[src/rtl/fetch_unit.sv]
// RV32I instruction-fetch stage: owns the PC, keeps at most one imem request in flight,
// and buffers one fetched instruction for the IF/ID pipeline registers.
module fetch_unit #(
   parameter int unsigned     XLEN     = 32,
   parameter logic [XLEN-1:0] RESET_PC = '0
) (
   input  logic            clk,
   input  logic            rst,
   input  logic            stall,
   input  logic            redirect,
   input  logic [XLEN-1:0] redirect_pc,
   output logic            imem_req,
   output logic [XLEN-1:0] imem_addr,
   input  logic            imem_ack,
   input  logic [31:0]     imem_rdata,
   output logic            if_valid,
   output logic [XLEN-1:0] if_pc,
   output logic [XLEN-1:0] if_pc_plus4,
   output logic [31:0]     if_inst,
   output logic            ifid_load
);

   typedef enum logic [1:0] {IDLE, FETCH, WAIT, KILL} state_t;

   localparam logic [XLEN-1:0] PC_STEP = XLEN'(4);

   state_t          state_q, state_d;
   logic [XLEN-1:0] pc_q, pc_d;
   logic [XLEN-1:0] req_addr_q, req_addr_d;
   logic [XLEN-1:0] if_pc_q, if_pc_d;
   logic [31:0]     if_inst_q, if_inst_d;
   logic            if_valid_q, if_valid_d;
   logic [XLEN-1:0] redirect_tgt;
   logic            buf_free;

   assign redirect_tgt = {redirect_pc[XLEN-1:2], 2'b00};
   assign ifid_load    = if_valid_q & ~stall & ~redirect;
   assign buf_free     = ~if_valid_q | ifid_load;
   // WAIT and KILL keep the request asserted so the address stays stable until ack.
   assign imem_req     = ((state_q == FETCH) & buf_free & ~redirect)
                       | (state_q == WAIT) | (state_q == KILL);
   assign imem_addr    = (state_q == FETCH) ? pc_q : req_addr_q;
   assign if_valid     = if_valid_q;
   assign if_pc        = if_pc_q;
   assign if_inst      = if_inst_q;
   assign if_pc_plus4  = if_pc_q + PC_STEP;

   always_comb begin
      state_d    = state_q;
      pc_d       = pc_q;
      req_addr_d = req_addr_q;
      if_pc_d    = if_pc_q;
      if_inst_d  = if_inst_q;
      if_valid_d = if_valid_q & ~ifid_load;
      case (state_q)
         IDLE: begin
            state_d = FETCH;
         end
         FETCH: begin
            if (redirect) begin
               pc_d       = redirect_tgt;
               if_valid_d = 1'b0;
            end else if (imem_req && imem_ack) begin
               if_valid_d = 1'b1;
               if_pc_d    = pc_q;
               if_inst_d  = imem_rdata;
               pc_d       = pc_q + PC_STEP;
            end else if (imem_req) begin
               req_addr_d = pc_q;
               state_d    = WAIT;
            end
         end
         WAIT: begin
            // A redirect with no ack yet leaves a stale response to swallow in KILL.
            if (redirect) begin
               pc_d       = redirect_tgt;
               if_valid_d = 1'b0;
               state_d    = imem_ack ? FETCH : KILL;
            end else if (imem_ack) begin
               if_valid_d = 1'b1;
               if_pc_d    = req_addr_q;
               if_inst_d  = imem_rdata;
               pc_d       = req_addr_q + PC_STEP;
               state_d    = FETCH;
            end
         end
         KILL: begin
            if (redirect) begin
               pc_d = redirect_tgt;
            end
            if (imem_ack) begin
               state_d = FETCH;
            end
         end
         default: begin
            state_d = IDLE;
         end
      endcase
   end

   always_ff @(posedge clk or posedge rst) begin
      if (rst) begin
         state_q    <= IDLE;
         pc_q       <= RESET_PC;
         req_addr_q <= '0;
         if_pc_q    <= '0;
         if_inst_q  <= '0;
         if_valid_q <= 1'b0;
      end else begin
         state_q    <= state_d;
         pc_q       <= pc_d;
         req_addr_q <= req_addr_d;
         if_pc_q    <= if_pc_d;
         if_inst_q  <= if_inst_d;
         if_valid_q <= if_valid_d;
      end
   end

endmodule

[config.mk]
export PLATFORM = sky130hd
export DESIGN_NAME = fetch_unit
export DESIGN_NICKNAME = d
export VERILOG_FILES = /design/src/rtl/fetch_unit.sv
export SDC_FILE = /design/constraint.sdc
export NUM_CORES = 1
export LEC_CHECK = 0
export BUFFER_PORTS_ARGS = -buffer_cell sky130_fd_sc_hd__buf_2
export CORE_UTILIZATION = 40
export CTS_CLUSTER_DIAMETER = 100
export CTS_CLUSTER_SIZE = 12
export DETAILED_ROUTE_END_ITERATION = 8
export PLACE_DENSITY_LB_ADDON = 0.2
export SYNTH_ARGS = -nofsm -noshare
export SYNTH_HDL_FRONTEND = slang
export SYNTH_SLANG_ARGS = --single-unit
[constraint.sdc]
create_clock -name clk -period 3.7 [get_ports clk]
set_input_delay 0.185 -clock clk [delete_from_list [all_inputs] [get_ports clk]]
set_output_delay 0.185 -clock clk [all_outputs]
set_load 0.05 [all_outputs]
Word-level counts from Yosys, hierarchy flattened. Index checks and enable logic that the tools add are counted. Widths: inputs -> output; s select.

Memory bits (read-only): 0. Output and inout bits: 131. Input bits: 69. Bits in writable memories: 0. Bits in latches: 0. Memories kept: 0. Register bits: 131.

Multiplexer cells: 29. $add $sub $neg: 3. $mul: 0. Bitwise gates (word level): 13. Shift operators: 0. Div/mod/pow operators: 0. Reduce and logical (&&, ||, !) cells: 8. Equality and inequality tests: 12. $lt $le $gt $ge: 0.

Operators with widths (count): $mux 32 (14); $pmux 32 s2 (2); $add 32x3->32 const B (3); $pmux 32 s3 (1); $mux 2 (6); $ne 2x2->1 const B (6); $pmux 2 s4 (1); $reduce_and 4->1 (2); $and 1x1->1 (5); $not 1->1 (5); $reduce_and 5->1 (1); $eq 2x2->1 const B (2); $mux 1 (4); $ne 3x2->1 const B (1); $ne 3x3->1 const B (1); $or 1x1->1 (3); $reduce_and 3->1 (1); $reduce_bool 3->1 (1); $eq 2x1->1 const B (1); $logic_not 2->1 (1); $ne 2x1->1 const B (1); $pmux 1 s2 (1); $reduce_bool 2->1 (1); $logic_and 1x1->1 (1).

Longest topological paths before layout. Gate-level depths: netlist of run 1.

Depth in word-level cells: 12. Mapped depth: 11. Gate-level depth less buffers: 8.

Worst setup path after synthesis of run 1. No wires, ideal clock.

Path kind: flip-flop to output port. Start: reg if_pc_q[2] (netlist: if_pc[2]). End: out if_pc_plus4[24]. Path slack: 0.557 ns. Cell stages (with the launch flop): 9. Arrival time: 2.958 ns. Cell sequence: dfrtp_1 -> ha_1 -> and4_1 -> nor3b_1 -> and2_1 -> clkbuf_1 -> nand4_1 -> nor2_1 -> xor2_1.

Longest elaborated chain between the ends: 1.

Ends and longest elaborated chain: from (decl) (RTL line 30) `logic [XLEN-1:0] if_pc_q, if_pc_d;`; from (signal assigned) (RTL line 113) `if_pc_q <= if_pc_d;`; $add 32x3->32 (RTL line 46) `assign if_pc_plus4 = if_pc_q + PC_STEP;`; to (decl) (RTL line 18) `output logic [XLEN-1:0] if_pc_plus4,`.

Every way passes these cells.

Worst setup path after layout of run 1.
Start: reg if_pc_q[2] (netlist: if_pc[2]). End: out if_pc_plus4[26].

The elaborated chain is that of the path after synthesis.

==> results of run 1 <==
placed cells by master, fill, tap and decap left out, types with 6 or more instances in the layout:
cell           synthesis  layout
a21oi_1               55      55
a22oi_1               16      16
a31oi_1                6       6
and2_1                 6       6
and3_1                 8       8
and4_1                 8       8
buf_2                 11     197
buf_4                  5      20
clkbuf_16              0      17
dfrtp_1              131     131
dlygate4sd3_1          0      32
inv_1                 20      19
mux2_2                91      91
mux2i_1               32      32
nand2_1               55      55
nand3_1               31      31
nand4_1               22      22
nor2_1                75      74
nor3_1                10      10
nor4_1                 7       7
o21a_1                 6       6
o21ai_0               44      44
xnor2_1               44      44
xor2_1                25      25
stage by stage:
step                hold WS, ns  instance area, um^2  setup WS (ns)
floorplan                 0.328                 8080         0.0173
global placement          0.417                 9250          0.925
detailed placement        0.420                 9250          0.914
CTS                      0.0286                10100          0.446
global route             0.0617                10100          0.182
finish                  -0.0107                10100          0.506
logic make-up after synthesis:
kind of cell / count (synthesis)
buffers and inverters: 85
adder cells (fa/ha/maj): 7
AO/OA/AOI/OAI: 166
AND/OR/NAND/NOR: 250
multiplexers: 123
flip-flops: 131
XOR/XNOR: 69
timing repair:
action | in CTS | in global routing
hold buffers | 32 | 0
gates resized for setup | 0 | 0
hold endpoints to repair | 32 | 0
per-layer routing:
| metal | wire length (um) | vias to the layer above | part of all wire |
|---|---|---|---|
| met2 | 10600 | 213 | 0.46 |
| met3 | 1210 | 21 | 0.052 |
| met1 | 10900 | 3454 | 0.47 |
| met5 | 13 | - | 0.00056 |
| li1 | - | 3417 | - |
| met4 | 273 | 2 | 0.012 |
worst min-delay path by stage:
stage | to | slack (ns) | cells after the start
after global placement | if_inst[17] | 0.42 | 2
final | if_inst[28] | -0.01 | 2
after CTS | if_inst[28] | 0.03 | 2
after global routing | pc_q[6] | 0.06 | 3
after floorplan | pc_q[17] | 0.33 | 2
after detailed placement | if_inst[29] | 0.42 | 2
registers in the layout (all words and copies together), names as in the netlist:
| register | cells |
|---|---|
| if_inst | 32 |
| if_pc | 32 |
| if_valid | 1 |
| pc_q | 32 |
| req_addr_q | 32 |
| state_q | 2 |
final cells by class:
class,count,area (um^2),share of cell area
clock buffers,19,443,0.0436
clock inverters,12,133,0.0131
inverters,21,81.3,0.00801
multi-input cells,615,4410,0.434
flip-flops and latches,131,3280,0.323
well taps,265,332,0.0327
repair buffers,250,1480,0.145
==> out/results.ini, run 1 <==
[critical_path]
crit_type = flip-flop to primary output
r2r_setup_slack_ns = 1.10
cp-startpoint = if_pc[2]
path_buf_inv = 1
cp-endpoint = if_pc_plus4[26]
crit_fanout = 6
path_cells = ha_1 > and4_1 > nor3b_1 > and2_1 > nand4_1 > nor2_1 > xnor2_1 > buf_2
r2r_start = state_q[0]
crit_required_ns = 3.51
slowest_stage = dfrtp_1
cpPeakStageDelay_ns = 0.46
critPathArrivalTime_ns = 3.01
cp-start-kind = flip-flop
path_depth = 8
crit_path_end_kind = primary output
cp_top_family = simple AND/OR/NAND/NOR gates
r2r_end = pc_q[26]
reg2regPathDepth = 8

[global_route]
track_usage = 0.235
grtUsageMet2 = 0.366
met1_usage = 0.334
busiest_layer = met2
grt_max_degree = 78
antenna_found_initial = 1
grt_pass1_wl_mm = 37.2
grt_pass1_vias = 6751
grt-ovfl-total = 0
grt_use_met3 = 0.0434

[routing]
viasPerCell = 5.41
ant_nets = 0
num_vias = 7107
totalWireLength_mm = 23.1
first_pass_iters = 5
first_iter_violations = 520
drc = 0
wl_per_cell_um = 17.6

[sta]
fin_crit_sh = 0.863
max_slew.worst_pin.slew_ns = 0.991
hold_viol = 5
fin_crit_ns = 3.19
slew_headroom = 0.340
setup_viol = 0
tns_ns = 0
slew_violations = 0
clock_skew_ns = 0.00875
hold_slack_ns = -0.0107
fmax_mhz = 313
rsz0062_at_grt = false

[logic_synthesis]
synthXorXnorAreaFrac = 0.0748
netlist.area_leader.share = 0.406
synth_compound_area_frac = 0.129
yosysMostFrequentCell = dfrtp_1
synth_cell_types = 68
synthCells = 831
synthTopCellsByArea = dfrtp_1 41%, mux2_2 13%, xnor2_1 4.8%
synthAdderAreaFrac = 0.0108
synth-seq-cells = 131
synthArstFlopShare = 1.00
synth_ff_type = dfrtp_1
syn_nets = 907
synth_simple_gate_area_frac = 0.161
synth_edf_count = 0
synthMuxAreaShare = 0.166
synth_top_family_by_area = multiplexers
syn_area_um2 = 8080
yosys_warnings = 0
synth_common_cells = 131 x dfrtp_1, 91 x mux2_2, 75 x nor2_1
syn_area_per_cell_um2 = 9.73
yosysSeqAreaShare = 0.406
synth_largest_area_cell = dfrtp_1

[layout]
utilization = 0.516
n_antenna_cell = 0
final_cells = 1313
drive_gt1_frac = 0.344
fin_nets = 1112
fill_cells = 1898
areaGrowthSynthToFinish_pct = 25.6

[clock_network]
cts_buffer_depth = 2
cts_setup_buffers = 0
cts_num_sinks = 131
cts_root_buf = clkbuf_16
htreeDepth = 4
cts_buffers = 17
clk_latency_ns = 0.42
clk_pin_slew_ns = 0.06
cts_tree = built

[run]
max-cap-violations = 0

[die]
io_pins = 200
start_util = 0.411
die_w_um = 144
die_y_um = 144
core_um2 = 19700
dieArea_um2 = 20800
num_rows = 51

[placement]
hpwl_mm = 16.4
numPortBuffers = 197
gp_congestion = 0.810
dp.cells = 1250

[outcome]
violations = negative hold slack
status = complete, but fails checks

[hold_path]
hold_class = input pin to async pin

Power of run 1 is not shown: default switching activity piles up to over one toggle a cycle in this logic, so the estimate is an artifact.
==> inputs of run 2 (changes only) <==
--- a/config.mk
+++ b/config.mk
@@ -10,6 +10,7 @@
 export CTS_CLUSTER_DIAMETER = 100
 export CTS_CLUSTER_SIZE = 12
 export DETAILED_ROUTE_END_ITERATION = 8
+export MAX_ROUTING_LAYER = met4
 export PLACE_DENSITY_LB_ADDON = 0.2
 export SYNTH_ARGS = -nofsm -noshare
 export SYNTH_HDL_FRONTEND = slang
==> run 2 against run 1 <==
  * The run still ends with negative hold slack left
  * Hold slack better by 0.00071 ns
  * Register-to-register slack about the same
  * Final area about the same
  * Clock-buffer cell count unchanged
  * Clock skew up 0.00072 ns
  * Sequential share of layout area about the same
  * Critical path type unchanged
  * Critical path depth unchanged
==> out/results.ini, run 2 (synthesis gave the netlist of run 1 again) <==
[outcome]
status = complete, but fails checks
violations = negative hold slack

[die]
core_um2 = 19700  ; unchanged
num_rows = 51  ; unchanged
start_util = 0.411  ; unchanged
io_pins = 200  ; unchanged
die_w_um = 144  ; unchanged
die_y_um = 144  ; unchanged
dieArea_um2 = 20800  ; unchanged

[sta]
slew_violations = 0  ; unchanged
fin_crit_sh = 0.862  ; -0.00152
setup_viol = 0  ; unchanged
clock_skew_ns = 0.00947  ; +0.000722 ns
fin_crit_ns = 3.19  ; -0.00562 ns
fmax_mhz = 314  ; +0.18%
fin_ws_ns = 0.512  ; +0.00562 ns
slew_headroom = 0.345  ; +0.00501
hold_slack_ns = -0.0100  ; +0.000707 ns
rsz0062_at_grt = false
tns_ns = 0  ; unchanged
max_slew.worst_pin.slew_ns = 0.983  ; -0.00752 ns
hold_viol = 5  ; unchanged

[routing]
drc = 0  ; unchanged
ant_nets = 0  ; unchanged
wl_per_cell_um = 17.6  ; about the same
met2_wirelength_mm = 10.6  ; -0.12%
top_layer = met4
dr_wl_met3_mm = 1.07  ; -11%
viasPerCell = 5.40  ; -0.19%
first_iter_violations = 497  ; -4.4%
num_vias = 7099  ; -0.11%
totalWireLength_mm = 23.1  ; about the same
first_pass_iters = 5  ; unchanged
met1_length_mm = 11.1  ; +1.5%

[critical_path]
cpPeakStageDelay_ns = 0.45  ; about the same
cp-start-kind = flip-flop
reg2regPathDepth = 8  ; unchanged
slowest_stage = dfrtp_1
crit_path_end_kind = primary output
critPathArrivalTime_ns = 3.00  ; about the same
crit_type = flip-flop to primary output
crit_required_ns = 3.51  ; about the same
path_cells = ha_1 > and4_1 > nor3b_1 > and2_1 > nand4_1 > nor2_1 > xnor2_1 > buf_2
crit_fanout = 6  ; unchanged

[clock_network]
cts_setup_buffers = 0  ; unchanged
cts_root_buf = clkbuf_16
htreeDepth = 4  ; unchanged
cts_num_sinks = 131  ; unchanged
cts_buffers = 17  ; unchanged
clk_pin_slew_ns = 0.06  ; about the same
cts_tree = built
cts_buffer_depth = 2  ; unchanged
clk_latency_ns = 0.42  ; about the same

[global_route]
grt_max_degree = 78  ; unchanged
grt_pass1_wl_mm = 37.2  ; about the same
grt_pass1_vias = 6757  ; +0.089%
antenna_found_initial = 1  ; unchanged
grt-ovfl-total = 0  ; unchanged
track_usage = 0.241  ; +0.00693

[layout]
layout_common_cells = 197 x buf_2, 131 x dfrtp_1, 91 x mux2_2, 74 x nor2_1
drive_gt1_frac = 0.344  ; unchanged
final_common_cell = buf_2
areaGrowthSynthToFinish_pct = 25.6  ; about the same
fill_cells = 1899  ; +0.053%
fin_nets = 1112  ; unchanged

[hold_path]
hold_class = input pin to async pin

[run]
max-cap-violations = 0  ; unchanged

[placement]
gp_congestion = 0.821  ; +1.5%
numPortBuffers = 197  ; unchanged
dp_slack_ns = 0.914  ; unchanged
hpwl_mm = 16.4  ; unchanged

-- run 2: changes by cell type in the layout (fill, tap and decap cells not counted) --
cell	change
diode_2	+1
-- run 2: repair_timing --
item,CTS,global route
endpoints found under the hold margin,32,0
setup endpoints to repair,0,0
hold buffers,32,0
gates resized for setup,0,0
-- run 2: worst max-delay path, delay by kind of cell, from the launching register on --
family | cells | cell delay (ns)
flip-flops | 1 | 0.45
AND/OR/NAND/NOR | 5 | 1.47
adder cells (fa/ha/maj) | 1 | 0.24
XOR/XNOR | 1 | 0.14
buffers and inverters | 1 | 0.28
-- run 2: through the flow --
step           hold WS (ns)  instances  area, um^2   util
4_1_cts              0.0286       1313       10100  0.516
5_1_grt              0.0614       1314       10200  0.516
6_report            -0.0100       1314       10200  0.516
2_1_floorplan         0.328        831        8080      -
3_5_place_dp          0.420       1250        9250  0.471
3_3_place_gp          0.417       1250        9250  0.471
-- run 2: area by class of cell --
| class | instances | area, um^2 | share of cell area |
|---|---|---|---|
| multi-input combinational | 615 | 4410 | 0.434 |
| sequential | 131 | 3280 | 0.323 |
| timing repair buffer | 250 | 1480 | 0.145 |
| clock buffer | 19 | 443 | 0.0436 |
| tap | 265 | 332 | 0.0327 |
| clock inverter | 12 | 133 | 0.0131 |
| inverter | 21 | 81.3 | 0.00801 |
| antenna | 1 | 2.50 | 0.000247 |
-- run 2: worst paths after layout --
| path | start | endpoint | slack, ns |
|---|---|---|---|
| setup / recovery | if_pc[2] | if_pc_plus4[26] | 0.51 |
| hold / removal | rst | if_inst[28] | -0.01 |
| setup reg to reg | state_q[0] | pc_q[26] | 1.10 |
| hold reg to reg | if_inst[17] | if_inst[17] | 0.50 |
| max in group asynchronous | rst | req_addr_q[22] | 2.87 |
| min in group clk | redirect_pc[6] | pc_q[6] | 0.06 |
-- run 2: routing by layer --
metal / up-vias / global-route usage
li1: 3410 / -
met1: 3470 / 0.335
met4: 0 / 0.0565
met3: 22 / 0.0437
met2: 197 / 0.365
met5: - / -
Power of run 2 is left out for the same reason.
==> inputs of run 3 (changes only) <==
==> config.mk (replaced) <==
export PLATFORM = sky130hd
export DESIGN_NAME = fetch_unit
export DESIGN_NICKNAME = d
export VERILOG_FILES = /design/src/rtl/fetch_unit.sv
export SDC_FILE = /design/constraint.sdc
export NUM_CORES = 1
export LEC_CHECK = 0
export CORE_UTILIZATION = 40
export CTS_CLUSTER_DIAMETER = 100
export CTS_CLUSTER_SIZE = 12
export DETAILED_ROUTE_END_ITERATION = 8
export DONT_BUFFER_PORTS = 1
export MAX_ROUTING_LAYER = met4
export PLACE_DENSITY = 0.55
export SYNTH_ARGS = -nofsm -noshare
export SYNTH_HDL_FRONTEND = slang
export SYNTH_SLANG_ARGS = --single-unit
==> run 3 against run 2 <==
  * The run now ends clean
  * Fmax down 4.1%
  * Setup slack worse by 0.14 ns
  * Clock skew is essentially flat
  * Final area down 5.7%
  * Sequential cell count unchanged
  * Utilization is 3.0 points lower
  * Hold slack improved by 0.014 ns
  * Wire length up 1.8%
  * Clock-buffer cell count up 1
  * Global-route usage is 0.17 points lower
==> out/results.ini, run 3 (synthesis gave the netlist of run 1 again) <==
[routing]
first_iter_violations = 538  ; +8.2%
viasPerCell = 5.67  ; +5.0%
totalWireLength_mm = 23.5  ; +1.8%
ant_nets = 0  ; unchanged
first_pass_iters = 6  ; +1
num_vias = 6608  ; -6.9%
drc = 0  ; unchanged
wl_per_cell_um = 20.2  ; +15%

[sta]
fmax_mhz = 301  ; -4.1%
fin_crit_sh = 0.899  ; +0.0369
hold_viol = 0  ; -5
slew_headroom = 0.237  ; -0.107
max_slew.worst_pin.slew_ns = 1.14  ; +0.153 ns
fin_crit_ns = 3.32  ; +0.137 ns
slew_violations = 0  ; unchanged
setup_viol = 0  ; unchanged
rsz0062_at_grt = false
clock_skew_ns = 0.00928  ; -0.000197 ns
tns_ns = 0  ; unchanged

[global_route]
track_usage = 0.240  ; -0.00166
grt-ovfl-total = 0  ; unchanged
antenna_found_initial = 2  ; +1
grt_max_degree = 85  ; +9.0%
grt_pass1_vias = 6444  ; -4.6%
grt_pass1_wl_mm = 36.6  ; -1.4%

[layout]
areaGrowthSynthToFinish_pct = 18.4
drive_gt1_frac = 0.211  ; -0.133
fill_cells = 1862  ; -1.9%
layout_common_cells = 131 x dfrtp_1, 91 x mux2_2, 75 x nor2_1, 55 x nand2_1, 55 x a21oi_1
final_common_cell = dfrtp_1
fin_nets = 960  ; -14%
final_cells = 1165  ; -11%

[clock_network]
clk_pin_slew_ns = 0.06  ; about the same
cts_root_buf = clkbuf_16
cts_tree = built
cts_buffers = 17  ; unchanged
cts_num_sinks = 131  ; unchanged
cts_buffer_depth = 2  ; unchanged
clk_latency_ns = 0.42  ; about the same
htreeDepth = 4  ; unchanged

[critical_path]
critPathArrivalTime_ns = 3.14  ; +0.14 ns
cp-start-kind = flip-flop
crit_path_end_kind = primary output
crit_required_ns = 3.51  ; about the same
crit_fanout = 6  ; unchanged
crit_type = flip-flop to primary output

[placement]
hpwl_mm = 16.3  ; -0.34%
dp.cells = 1079  ; -14%
gp_congestion = 0.893  ; +8.7%
numPortBuffers = 0  ; -100%

[die]
core_um2 = 19700  ; unchanged
io_pins = 200  ; unchanged
die_y_um = 144  ; unchanged
num_rows = 51  ; unchanged
start_util = 0.411  ; unchanged
dieArea_um2 = 20800  ; unchanged
die_w_um = 144  ; unchanged

[hold_path]
hold_class = input pin to flip-flop

[run]
max-cap-violations = 0  ; unchanged

[outcome]
status = finished, final reports clean

run 3: changes by cell type in the layout (fill, tap and decap cells not counted), sizes merged:
cell         before  now
buf             218   47
dlygate4sd3      32   51
inv              21   25
clkinv            7    4
diode             1    3
bufinv            2    1
clkbuf           19   20
run 3: area by class of cell:
cell class | count | area, um^2 | share of cell area
clock inverter | 12 | 121 | 0.0127
sequential | 131 | 3280 | 0.343
timing repair buffer | 98 | 888 | 0.0928
antenna | 3 | 7.51 | 0.000785
inverter | 21 | 81.3 | 0.00850
clock buffer | 20 | 457 | 0.0477
multi-input combinational | 615 | 4400 | 0.460
tap | 265 | 332 | 0.0347
run 3: worst paths after layout:
check | to | cells past startpoint | slack, ns | startpoint
max | if_pc_plus4[24] | 7 | 0.38 | if_pc[5]
min | pc_q[19] | 2 | 0.004 | redirect_pc[19]
max reg2reg | req_addr_q[14] | 8 | 0.97 | state_q[0]
min reg2reg | req_addr_q[1] | 1 | 0.56 | req_addr_q[1]
max in group asynchronous | pc_q[17] | 3 | 2.29 | rst
min in group asynchronous | if_inst[7] | 2 | 0.50 | rst
run 3: critical path: stages, from the launching register on:
cell and delay (ns):
dfrtp_1 0.73, and4_1 0.38, nor3b_1 0.46, and2_1 0.35, nand4_1 0.22, nor2_1 0.19
xor2_1 0.16, buf_4 0.22
run 3: per-stage QoR:
step | area [um^2] | setup WS [ns] | hold slack [ns] | util
after detailed placement | 8470 | 0.783 | 0.340 | 0.431
after floorplan | 8080 | 0.0173 | 0.328 | -
final | 9570 | 0.375 | 0.00438 | 0.487
after CTS | 9560 | 0.323 | 0.0000432 | 0.486
after global routing | 9570 | 0.101 | 0.0110 | 0.487
after global placement | 8470 | 0.794 | 0.336 | 0.431
run 3: metal layers:
metal  GRT usage  share of wire  routed length, um
met1       0.317           0.44              10400
met5           -              0                  0
met2       0.364           0.46              10900
met3      0.0543          0.076               1780
met4      0.0765          0.016                383
run 3: repair_timing:
item                                   4_1_cts  5_1_grt
resized for setup                            0        0
endpoints found under the hold margin      134        0
hold buffers                                51        0
buffers inserted                             0        0
Power of run 3 is left out for the same reason.
